--- config.mk ---
export PLATFORM = sky130hd
export DESIGN_NAME = noc_traffic_gen
export DESIGN_NICKNAME = d
export VERILOG_FILES = /design/src/rtl/noc_pkg.sv /design/src/rtl/lfsr16.sv /design/src/rtl/noc_traffic_gen.sv
export SDC_FILE = /design/constraint.sdc
export NUM_CORES = 1
export LEC_CHECK = 0
export ABC_AREA = 1
export CELL_PAD_IN_SITES_DETAIL_PLACEMENT = 1
export CELL_PAD_IN_SITES_GLOBAL_PLACEMENT = 1
export CORE_MARGIN = 2
export CORE_UTILIZATION = 42
export DETAILED_ROUTE_END_ITERATION = 16
export PLACE_DENSITY = 0.95
export SKIP_CTS_REPAIR_TIMING = 1
export SYNTH_ARGS = -nofsm -noshare
export SYNTH_HDL_FRONTEND = slang
export SYNTH_SLANG_ARGS = --single-unit
--- constraint.sdc ---
create_clock -name clk -period 3.25 [get_ports clk]
set_clock_uncertainty 0.15 [all_clocks]
set_input_delay 0.65 -clock clk [delete_from_list [all_inputs] [get_ports clk]]
set_output_delay 0.65 -clock clk [all_outputs]
set_load 0.1 [all_outputs]
--- src/rtl/noc_pkg.sv ---
// Shared encodings for the NoC flit traffic generator: modes, flit field
// offsets, FSM states and the 16-bit Galois LFSR step function.
package noc_pkg;

    localparam int unsigned LFSR_W = 16;
    localparam logic [LFSR_W-1:0] LFSR_TAPS = 16'hB400;

    localparam logic [1:0] MODE_FIXED = 2'd0;
    localparam logic [1:0] MODE_RR    = 2'd1;
    localparam logic [1:0] MODE_RAND  = 2'd2;

    // Flit layout from the LSB: valid, to, id, then seq at the MSBs
    localparam int unsigned FLIT_VALID_BIT = 0;
    localparam int unsigned FLIT_TO_LSB    = 1;

    typedef enum logic [1:0] {
        ST_IDLE = 2'd0,
        ST_SEND = 2'd1,
        ST_GAP  = 2'd2,
        ST_DONE = 2'd3
    } state_e;

    // x^16+x^14+x^13+x^11+1, right-shifting Galois form
    function automatic logic [LFSR_W-1:0] lfsr16_next(input logic [LFSR_W-1:0] s);
        return {1'b0, s[LFSR_W-1:1]} ^ (s[0] ? LFSR_TAPS : {LFSR_W{1'b0}});
    endfunction

endpackage

--- src/rtl/lfsr16.sv ---
// 16-bit Galois LFSR that advances one step per cycle with step high.
// A non-zero SEED keeps the register out of the all-zero lock-up state.
module lfsr16
    import noc_pkg::*;
#(
    parameter logic [15:0] SEED = 16'hACE1
) (
    input  logic        clk,
    input  logic        reset,
    input  logic        step,
    output logic [15:0] q
);

    logic [LFSR_W-1:0] state_q;
    logic [LFSR_W-1:0] state_d;

    always_comb begin
        state_d = state_q;
        if (step) begin
            state_d = lfsr16_next(state_q);
        end
    end

    always_ff @(posedge clk or negedge reset) begin
        if (!reset) begin
            state_q <= SEED;
        end else begin
            state_q <= state_d;
        end
    end

    assign q = state_q;

endmodule

--- src/rtl/noc_traffic_gen.sv ---
// Flit source for one router input FIFO: fixed / round-robin / LFSR-random
// destinations, inter-flit gaps, flit budget and full/almost_full back-pressure.
module noc_traffic_gen
    import noc_pkg::*;
#(
    parameter int unsigned WIDTH     = 16,
    parameter int unsigned ID_W      = 2,
    parameter int unsigned SEQ_W     = 11,
    parameter logic [15:0] LFSR_SEED = 16'hACE1,
    parameter bit          SKIP_SELF = 1'b0
) (
    input  logic             clk,
    input  logic             reset,
    input  logic             enable,
    input  logic [1:0]       mode,
    input  logic [ID_W-1:0]  id,
    input  logic [ID_W-1:0]  fixed_to,
    input  logic [3:0]       gap,
    input  logic [15:0]      max_count,
    input  logic             full,
    input  logic             almost_full,
    output logic [WIDTH-1:0] dataOut,
    output logic             write,
    output logic [15:0]      sent_count,
    output logic             done
);

    localparam int unsigned CNT_W  = 16;
    localparam int unsigned GAP_W  = 4;
    localparam int unsigned ID_LSB = FLIT_TO_LSB + ID_W;

    state_e             state_q, state_d;
    logic [WIDTH-1:0]   data_q, data_d;
    logic               write_q, write_d;
    logic [SEQ_W-1:0]   seq_q, seq_d;
    logic [CNT_W-1:0]   sent_q, sent_d;
    logic               done_q, done_d;
    logic [GAP_W-1:0]   gap_q, gap_d;
    logic [ID_W-1:0]    rr_q, rr_d;

    logic [LFSR_W-1:0]  lfsr_q;
    logic               lfsr_step_c;
    logic               lfsr_unused_c;

    logic [ID_W-1:0]    cand_c;
    logic [ID_W-1:0]    to_sel_c;
    logic               hunt_c;
    logic               stall_c;
    logic               issue_c;
    logic               budget_met_c;

    lfsr16 #(
        .SEED (LFSR_SEED)
    ) u_lfsr (
        .clk   (clk),
        .reset (reset),
        .step  (lfsr_step_c),
        .q     (lfsr_q)
    );

    assign lfsr_unused_c = ^lfsr_q[LFSR_W-1:ID_W];

    // Destination candidate, bumped past our own id in RR/random when asked
    always_comb begin
        case (mode)
            MODE_RR:   cand_c = rr_q;
            MODE_RAND: cand_c = lfsr_q[ID_W-1:0];
            default:   cand_c = fixed_to;
        endcase
        hunt_c   = (mode == MODE_RR) || (mode == MODE_RAND);
        to_sel_c = cand_c;
        if (SKIP_SELF && hunt_c && (cand_c == id)) begin
            to_sel_c = cand_c + ID_W'(1);
        end
    end

    // A write already in flight counts against almost_full; otherwise only full blocks
    assign stall_c      = (write_q & almost_full) | (~write_q & full);
    assign issue_c      = (state_q == ST_SEND) & enable & ~stall_c;
    assign budget_met_c = (max_count != '0) &&
                          (({1'b0, sent_q} + 17'd1) == {1'b0, max_count});

    always_ff @(posedge clk or negedge reset) begin
        if (!reset) begin
            state_q <= ST_IDLE;
        end else begin
            state_q <= state_d;
        end
    end

    always_comb begin
        state_d = state_q;
        case (state_q)
            ST_IDLE: begin
                if (enable) begin
                    state_d = ST_SEND;
                end
            end
            ST_SEND: begin
                if (!enable) begin
                    state_d = ST_IDLE;
                end else if (issue_c) begin
                    if (budget_met_c) begin
                        state_d = ST_DONE;
                    end else if (gap != '0) begin
                        state_d = ST_GAP;
                    end
                end
            end
            ST_GAP: begin
                if (!enable) begin
                    state_d = ST_IDLE;
                end else if (gap_q <= GAP_W'(1)) begin
                    state_d = ST_SEND;
                end
            end
            ST_DONE: begin
                if (!enable) begin
                    state_d = ST_IDLE;
                end
            end
            default: state_d = ST_IDLE;
        endcase
    end

    always_comb begin
        data_d      = data_q;
        write_d     = 1'b0;
        seq_d       = seq_q;
        sent_d      = sent_q;
        done_d      = done_q;
        gap_d       = gap_q;
        rr_d        = rr_q;
        lfsr_step_c = 1'b0;
        case (state_q)
            ST_IDLE: begin
                if (enable) begin
                    rr_d = fixed_to;
                end
            end
            ST_SEND: begin
                if (issue_c) begin
                    write_d                        = 1'b1;
                    data_d[FLIT_VALID_BIT]         = 1'b1;
                    data_d[FLIT_TO_LSB +: ID_W]    = to_sel_c;
                    data_d[ID_LSB +: ID_W]         = id;
                    data_d[WIDTH-1 -: SEQ_W]       = seq_q;
                    seq_d                          = seq_q + SEQ_W'(1);
                    sent_d = (sent_q == {CNT_W{1'b1}}) ? sent_q : sent_q + CNT_W'(1);
                    gap_d  = gap;
                    // RR resumes after the destination actually used, so a skip is not repeated
                    if (mode == MODE_RR) begin
                        rr_d = to_sel_c + ID_W'(1);
                    end
                    if (mode == MODE_RAND) begin
                        lfsr_step_c = 1'b1;
                    end
                end
            end
            ST_GAP: begin
                gap_d = gap_q - GAP_W'(1);
            end
            ST_DONE: begin
                if (enable) begin
                    done_d = 1'b1;
                end else begin
                    done_d = 1'b0;
                    sent_d = '0;
                end
            end
            default: ;
        endcase
    end

    always_ff @(posedge clk or negedge reset) begin
        if (!reset) begin
            data_q  <= '0;
            write_q <= 1'b0;
            seq_q   <= '0;
            sent_q  <= '0;
            done_q  <= 1'b0;
            gap_q   <= '0;
            rr_q    <= '0;
        end else begin
            data_q  <= data_d;
            write_q <= write_d;
            seq_q   <= seq_d;
            sent_q  <= sent_d;
            done_q  <= done_d;
            gap_q   <= gap_d;
            rr_q    <= rr_d;
        end
    end

    assign dataOut    = data_q;
    assign write      = write_q;
    assign sent_count = sent_q;
    assign done       = done_q;

endmodule
== Yosys cells after proc, flatten, opt, wreduce, memory -nomap -nowiden ==
Cells that the tools add are included.

* Add/sub/neg operators: 5
* $lt $le $gt $ge: 1
* Equality and inequality tests: 15
* Mux-type cells: 27
* Bitwise gates (word level): 8
* Reduce and logical (&&, ||, !) cells: 12

{| class="wikitable"
|+ Operator list
! operator !! count
|-
| $mux W16 || 4
|-
| $pmux W16 S2 || 1
|-
| $mux W2 || 11
|-
| $add A16 B1 Y17 const B || 1
|-
| $eq A17 B16 Y1 || 1
|-
| $add A16 B1 Y16 const B || 1
|-
| $eq A16 B16 Y1 const B || 1
|-
| $reduce_bool A16 Y1 || 1
|-
| $xor A15 B16 Y16 || 1
|-
| $add A11 B1 Y11 const B || 1
|-
| $ne A2 B2 Y1 const B || 5
|-
| $pmux W2 S2 || 2
|-
| $pmux W2 S4 || 1
|-
| $pmux W4 S2 || 1
|-
| $reduce_and A4 Y1 || 2
|-
| $eq A2 B2 Y1 const B || 3
|-
| $mux W1 || 6
|-
| $ne A3 B3 Y1 const B || 2
|-
| $reduce_bool A2 Y1 || 3
|-
| $reduce_and A5 Y1 || 1
|-
| $and A1 B1 Y1 || 4
|-
| $eq A2 B1 Y1 const B || 2
|-
| $le A4 B1 Y1 const B || 1
|-
| $mux W4 || 1
|-
| 9 further kinds || 11
|}

* Flip-flop bits (word level): 69
* Input port bits: 31
* Output and inout bits: 34
* Logic and storage cells: 77

== Depth between registers and ports, before layout ==
Gate-level depths: netlist of run 1.

* Word-level depth: 8
* Mapped depth: 18
* Depth with buffers taken out: 18

== Modules after synthesis ==
Synthesis of run 1 repeated with hierarchy kept, for this count alone.

* Cells, all modules: 502
* Area total of the unflattened synthesis: 3868.7 µm²

{| class="wikitable"
|+ Modules (own cells, without submodules)
! module !! times used !! cells each !! area an instance (µm²) !! seq. area each (µm²)
|-
| noc_traffic_gen || 1 || 428 || 3196.8 || 1326.3
|-
| lfsr16 || 1 || 74 || 671.9 || 410.4
|}

== Worst setup path after synthesis of run 1 ==
OpenSTA, ideal clock, no wires.

* Kind: reg2reg
* Start: reg sent_q[0], in the netlist sent_count[0]
* End: reg state_q[0]
* Library setup time: 117 ps
* Data arrival time: 2558 ps
* Required time: 2983 ps
* Path slack: 425 ps
* Stages on the path, launching flop included: 17
* Path buffers: 0
* Clock period less this slack: 2825 ps
* Path through: dfrtp_1 > ha_1 > nand3_1 > nor2_2 > nand2_1 > nand3_1 > nand2_1 > nor2_1 > nand2_1 > nor2_2 > nand3_1 > nand2_1 > nand2_1 > nand2_1 > nand2_1 > nand2_1 > nand2_1

* Cells in the longest elaborated chain, start to end: 7
* Elaborated cells between the ends (all ways): 9
* Those cells by class: add/sub: 1; eq/ne: 2; mux: 4; reduce/logical: 2

{| class="wikitable"
|+ Ends and longest elaborated chain
! element !! line !! text
|-
| start, declared || noc_traffic_gen.sv:36 || <nowiki>logic [CNT_W-1:0] sent_q, sent_d;</nowiki>
|-
| start signal, assigned || noc_traffic_gen.sv:188 || <nowiki>sent_q <= sent_d;</nowiki>
|-
| $add A16 B1 Y17 * || noc_traffic_gen.sv:81 || <nowiki>(({1'b0, sent_q} + 17'd1) == {1'b0, max_count});</nowiki>
|-
| $eq A17 B16 Y1 * || noc_traffic_gen.sv:81 ||
|-
| $logic_and A1 B1 Y1 * || noc_traffic_gen.sv:80 || <nowiki>assign budget_met_c = (max_count != '0) &&</nowiki>
|-
| $mux W2 || noc_traffic_gen.sv:103 || <nowiki>if (budget_met_c) begin</nowiki>
|-
| $mux W2 || noc_traffic_gen.sv:102 || <nowiki>end else if (issue_c) begin</nowiki>
|-
| $mux W2 || noc_traffic_gen.sv:100 || <nowiki>if (!enable) begin</nowiki>
|-
| $pmux W2 S4 || noc_traffic_gen.sv:93 || <nowiki>case (state_q)</nowiki>
|-
| end signal, assigned || noc_traffic_gen.sv:87 || <nowiki>state_q <= state_d;</nowiki>
|-
| end, declared || noc_traffic_gen.sv:32 || <nowiki>state_e state_q, state_d;</nowiki>
|}

Every way passes the cells marked *; elsewhere a longest branch is shown, timed or not. The select of a mux whose other input is x is not followed.
A chain may end at the register's enable or synchronous reset.

== Worst setup path in the final report of run 1 ==
Same ends and word-level chain as after synthesis.

==> results of run 1 <==
==> layout make-up <==
cell class              instances  area (µm²)
repair buffers                 69         588
fillers                      1108        3990
well taps                     108         135
clock inverters                 7         124
inverters                      72         270
flip-flops and latches         69        1740
multi-input cells             343        1710
clock buffers                   9         124
==> cell families (layout without fill, tap and decap cells) <==
family          after synthesis  after routing  share of synthesized area [%]
buf+inv                      81            157                           8.26
fa+ha+maj                     6              6                           2.00
mux                           1              1                          0.267
compound gates               60             60                           9.03
xor+xnor                     16             16                           3.73
flops                        69             69                           46.3
simple gates                260            260                           30.5
==> registers in the layout, summed over array words and instances, names as in the netlist <==
name        count
done            1
seq_q          11
u_lfsr.q       16
gap_q           4
write           1
state_q         2
sent_count     16
rr_q            2
dataOut        16
==> Yosys cell counts <==
cell | number | area, µm²
nand2_1 | 154 | 578
inv_1 | 70 | 263
dfrtp_1 | 61 | 1530
nand3_1 | 35 | 175
nor2_1 | 33 | 124
o21ai_0 | 33 | 165
nand4_1 | 15 | 93.8
o22ai_1 | 14 | 87.6
xor2_1 | 13 | 114
dfstp_2 | 8 | 210
clkbuf_1 | 6 | 22.5
ha_1 | 6 | 75.1
nor2_2 | 6 | 37.5
nor3_1 | 6 | 30.0
o21ai_1 | 4 | 20.0
o221ai_1 | 4 | 35.0
a21oi_1 | 3 | 15.0
xnor2_1 | 3 | 26.3
buf_2 | 2 | 10.0
inv_2 | 2 | 7.51
nand2_2 | 2 | 12.5
nand3b_1 | 2 | 15.0
nor2_4 | 2 | 22.5
a221oi_1 | 1 | 8.76
buf_4 | 1 | 7.51
mux2i_1 | 1 | 10.0
nand2_4 | 1 | 11.3
nor3_2 | 1 | 10.0
nor4_1 | 1 | 6.26
nor4_4 | 1 | 21.3
o211ai_1 | 1 | 7.51
or2_2 | 1 | 6.26
==> layer usage <==
metal / vias to the layer above / global-route usage [%]
li1: 1733 / -
met1: 1750 / 30.4
met2: 99 / 40.7
met3: 21 / 4.40
met4: 0 / 7.80
met5: - / 0
==> worst max-delay path: stages, from the launching register on <==
cell and delay, ns:
dfrtp_1 0.47, ha_1 0.33, nand3_1 0.18, nor2_2 0.21
nand3_1 0.13, nand2_1 0.10, nand3_1 0.07, nand2_1 0.09
nand3_1 0.08, nor2_1 0.22, nand3_1 0.13, nand2_1 0.10
nand2_1 0.06, nand2_1 0.09, nand2_1 0.06, nand2_1 0.06
nand2_1 0.04
==> per-stage QoR <==
| step | hold WS, ns | area, µm² |
|---|---|---|
| after floorplan | 0.204 | 3750 |
| after global placement | 0.302 | 4440 |
| after detailed placement | 0.309 | 4440 |
| after CTS | 0.162 | 4690 |
| after global routing | 0.191 | 4690 |
| final | 0.154 | 4690 |
==> worst max-delay path by stage <==
stage / to / slack [ns] / cells past startpoint
finish: state_q[0]$_DFFE_PN0P_ / 0.56 / 16
global route: state_q[0]$_DFFE_PN0P_ / 0.26 / 16
CTS: state_q[0]$_DFFE_PN0P_ / 0.59 / 16
detailed placement: sent_count[10]$_DFFE_PN0P_ / 0.36 / 8
global placement: sent_count[14]$_DFFE_PN0P_ / 0.46 / 8
floorplan: state_q[0]$_DFFE_PN0P_ / 0.43 / 16
==> where the power goes <==
part,switching [mW],internal [mW]
combinational,2.26,0.660
sequential,0.336,1.22
clock,0.350,0.513
total,2.95,2.40
==> layout by cell type, fill, tap and decap left out, drive strengths merged <==
master	instances
mux2i	1
nor3	7
clkinvlp	1
a21oi	3
clkdlybuf4s50	29
nor2	41
o221ai	4
a221oi	1
o211ai	1
clkbuf	9
xor2	13
inv	72
dfrtp	61
nand3b	2
o22ai	14
nand3	35
ha	6
dfstp	8
nand2	157
buf	40
nor4	2
bufinv	3
o21ai	37
xnor2	3
nand4	15
or2	1
clkinv	3
==> results.json, run 1 <==
{
  "outcome": "finished, final reports clean",
  "path_clk_slew_ns": 0.08,
  "post-route-period-util_pct": 82.9,
  "detail_route.iter0.violations": 116,
  "hold_violations": 0,
  "final-setup-viol-count": 0,
  "slack_of_the_worst_reg_to_reg_path_ns": 0.56,
  "cts_num_sinks": 69,
  "power_leakage_nw": 2.33,
  "cts_made_buffers": 9,
  "met1_layer_wirelength_in_the_final_routing_um": 4700,
  "design_power_total_mw": 5.34,
  "grt.total_usage_pct": 23.7,
  "netlist-cell-type-count": 32,
  "hpwlAfterDp_um": 8340,
  "clock.fmax_mhz": 371,
  "ant_nets": 0,
  "routed_wirelength_um": 11000,
  "die_area_um2": 9710,
  "route.detailed.wl_per_inst_um": 16.2,
  "synth_to_layout_area_growth_pct": 24.8,
  "crit-reg2reg-capture": "state_q[0]$_DFFE_PN0P_",
  "wire_length_of_the_first_global_routing_pass_um": 18700,
  "vias_per_cell": 5.32,
  "timing.final.crit_period_ns": 2.69,
  "timing.rr.start": "sent_count[0]$_DFFE_PN0P_",
  "largest_voltage_drop_on_the_vdd_net_mv": 0.778,
  "worstSetupPathType": "register to register",
  "fp.dieH_um": 98.6,
  "syn-mean-instance-area_um2": 7.62,
  "reg2regPathDepth": 16,
  "port_buffer_count": 64,
  "dr_total_vias": 3603,
  "dr_wl_met2_um": 5480,
  "worst_ep_required_time_ns": 3.34,
  "diodes": 0,
  "worstSetupStartpointType": "register",
  "syn-cell-area_um2": 3750,
  "wl_met3_um": 611,
  "clockRootBuffer": "clkbuf_8",
  "grt_pass1_vias": 3962,
  "rsz0062_at_grt": "no",
  "worst-slew-pin-transition_ns": 0.615,
  "rows": 34,
  "critPathCaptureType": "register",
  "core_um2": 8680,
  "max-clock-path-buffers": 2,
  "worstPathArrival_ns": 2.79,
  "clock_tree_from_tritoncts": "built",
  "nNetsFinal": 601,
  "detail_route.first_pass.iterations": 4,
  "syn_nets": 530,
  "synth_seq_cells": 69,
  "initial_antenna_violation_count": 0,
  "final_layout_size_suffix_gt1_share_pct": 14.1,
  "worst_skew_pair.late_latency_ns": 0.35,
  "worstSetupStartpoint": "sent_count[0]$_DFFE_PN0P_",
  "synth_cells": 493,
  "fin_cells": 677,
  "utilization_pct": 54.0,
  "top_level_ports": 65,
  "cts-htree-levels": 3,
  "dr.max_layer_used": "met4",
  "finalSetupTns_ns": 0,
  "place_inst": 661,
  "start_util_pct": 43.3,
  "report.final.slew_viol_count": 0,
  "crit_fanout": 7,
  "holdCritPathClass": "input pin to asynchronous set/reset pin",
  "yosys_synthesis_warning_count": 0,
  "route.detailed.drc": 0,
  "preCtsSetupSlack_ns": 0.356,
  "postLayoutSetupSlackWorst_ns": 0.556,
  "gr-total-overflow": 0,
  "p_per_area_nw_per_um2": 1140,
  "grt_max_degree": 27,
  "slew_headroom_pct": 59.0,
  "cap_violations": 0,
  "seq_area_frac_synth_pct": 46.3,
  "die_w_um": 98.6,
  "finalWeightedCongestion": 0.816
}
No activity file was read; power rests on OpenSTA's default activity.
==> inputs of run 2 (changes only) <==
- CORE_UTILIZATION: 42 -> 39
- PLACE_DENSITY: 0.95 -> 0.9
- clock period: 3.25 -> 2.6 ns (I/O delays scaled with it)
==> run 2 against run 1 <==
Global-route usage decreased by 1.1 points. Register-to-register slack got worse by 0.32 ns. Die area increased by 7.4%. Largest cell class is now multi-input gates.
==> results.json, run 2 (synthesized netlist as in run 1, its figures left out) <==
{
  "synth_to_layout_area_growth_pct": 26.7,
  "route.detailed.drc": 0,
  "route.detailed.wl_per_inst_um": 15.8,
  "dr_total_vias": 3626,
  "finalSetupTns_ns": 0,
  "cap_violations": 0,
  "gr-total-overflow": 0,
  "report.final.slew_viol_count": 0,
  "die_area_um2": 10400,
  "cpLargestDelayFamily": "simple AND/OR/NAND/NOR gates",
  "final_cell_mix": "153 x nand2_1, 70 x inv_1, 55 x dfrtp_1, 43 x buf_4, 34 x nand3_1",
  "final-setup-viol-count": 0,
  "p_per_area_nw_per_um2": 1380,
  "routed_wirelength_um": 11100,
  "worstSetupPathType": "register to register",
  "nNetsFinal": 606,
  "ant_nets": 0,
  "cts_num_sinks": 69,
  "slew_headroom_pct": 61.4,
  "post-route-period-util_pct": 90.9,
  "max_stage_delay_ns": 0.45,
  "hpwlAfterDp_um": 8190,
  "path_common_cell": "nand2_1",
  "path_clk_slew_ns": 0.08,
  "power_leakage_nw": 2.33,
  "worst_ep_required_time_ns": 2.69,
  "detail_route.first_pass.iterations": 4,
  "most_frequent_standard_cell_in_the_layout_excluding_fill_and_tap_cells": "nand2_1",
  "rsz0062_at_grt": "no",
  "final_layout_size_suffix_gt1_share_pct": 16.9,
  "clock_tree_from_tritoncts": "built",
  "vias_per_cell": 5.16,
  "worstPathArrival_ns": 2.46,
  "detail_route.iter0.violations": 135,
  "worstSetupStartpointType": "register",
  "worst_skew_pair.late_latency_ns": 0.34,
  "finalWeightedCongestion": 0.892,
  "initial_antenna_violation_count": 0,
  "reg2regPathDepth": 17,
  "final_cell_area_um2": 4760,
  "die_w_um": 102,
  "diodes": 0,
  "core_um2": 9280,
  "cp.buffers_inverters": 1,
  "wire_length_of_the_first_global_routing_pass_um": 18400,
  "outcome": "finished, final reports clean",
  "clockRootBuffer": "clkbuf_8",
  "start_util_pct": 40.4,
  "layout.filler_cells": 1193,
  "critPathCaptureType": "register",
  "critical_path.slowest_cell": "dfrtp_2",
  "port_buffer_count": 64,
  "grt.total_usage_pct": 22.7,
  "cts-htree-levels": 3,
  "timing.final.crit_period_ns": 2.36,
  "cts_made_buffers": 9,
  "largest_voltage_drop_on_the_vdd_net_mv": 0.974,
  "holdCritPathClass": "input pin to asynchronous set/reset pin",
  "crit_path_cell_trace": "ha_4 > nand2_2 > nor2_4 > buf_4 > nand4_1 > nand2_1 > nand2_1 > nand2_1 > nand3_1 > nor2_2 > nand3_1 > nand2_1 > nand2_1 > nand2_1 > nand2_1 > nand2_1 > nand2_1",
  "rows": 35,
  "hold_violations": 0,
  "worst-slew-pin-transition_ns": 0.577,
  "crit_fanout": 7,
  "clock.fmax_mhz": 423,
  "timing.critical_path.depth": 17,
  "grt_pass1_vias": 3930,
  "grt_max_degree": 70,
  "max-clock-path-buffers": 2,
  "top_level_ports": 65,
  "fp.dieH_um": 102,
  "dpl_cell_area_um2": 4510
}
==> run 2: final timing paths <==
kind,start,endpoint,slack (ns)
max,sent_count[0]$_DFFE_PN0P_,state_q[0]$_DFFE_PN0P_,0.24
min,reset,sent_count[4]$_DFFE_PN0P_,0.02
max reg2reg,sent_count[0]$_DFFE_PN0P_,state_q[0]$_DFFE_PN0P_,0.24
min reg2reg,seq_q[2]$_DFFE_PN0P_,seq_q[2]$_DFFE_PN0P_,0.32
max in group asynchronous,reset,u_lfsr.q[6]$_DFFE_PN1P_,1.92
min in group clk,seq_q[2]$_DFFE_PN0P_,seq_q[2]$_DFFE_PN0P_,0.32
==> run 2: per-layer routing <==
layer,global-route usage [%],up-vias,wire length [µm]
met3,5.61,19,586
met4,6.56,0,174
met5,0,-,0
met2,40.5,96,5870
met1,27.0,1764,4510
li1,-,1747,-
==> run 2: worst reg2reg max path: stages (launching register included) <==
cell and delay, ns:
dfrtp_2 0.45, ha_4 0.20, nand2_2 0.09, nor2_4 0.14, buf_4 0.12, nand4_1 0.16, nand2_1 0.14, nand2_1 0.06
nand2_1 0.06, nand3_1 0.09, nor2_2 0.15, nand3_1 0.10, nand2_1 0.09, nand2_1 0.05, nand2_1 0.07, nand2_1 0.05
nand2_1 0.05, nand2_1 0.05
==> run 2: layout make-up <==
type / count / area [µm²] / share of cell area [%]
clock buffer: 9 / 124 / 2.60
clock inverter: 7 / 73.8 / 1.55
inverter: 72 / 270 / 5.68
multi-input combinational: 343 / 1750 / 36.7
sequential: 69 / 1740 / 36.7
tap: 129 / 161 / 3.39
timing repair buffer: 74 / 638 / 13.4
==> run 2: where the power goes <==
part	internal (mW)	switching [mW]	total, mW	leakage [nW]
clock network	0.448	0.448	0.896	0.100
logic	0.854	2.83	3.69	1.40
registers	1.54	0.428	1.97	0.828
==> run 2: stage by stage <==
| stage | hold slack [ns] | utilization (%) | setup WS (ns) | cells | power [mW] |
|---|---|---|---|---|---|
| floorplan | 0.0744 | - | 0.0468 | 493 | 4.67 |
| global placement | 0.302 | 48.6 | 0.172 | 686 | 5.44 |
| detailed placement | 0.312 | 48.6 | 0.0249 | 686 | 5.62 |
| CTS | 0.0481 | 50.8 | 0.0394 | 702 | 6.56 |
| global route | 0.0462 | 51.3 | 0.0119 | 703 | 6.94 |
| finish | 0.0249 | 51.3 | 0.236 | 703 | 6.55 |
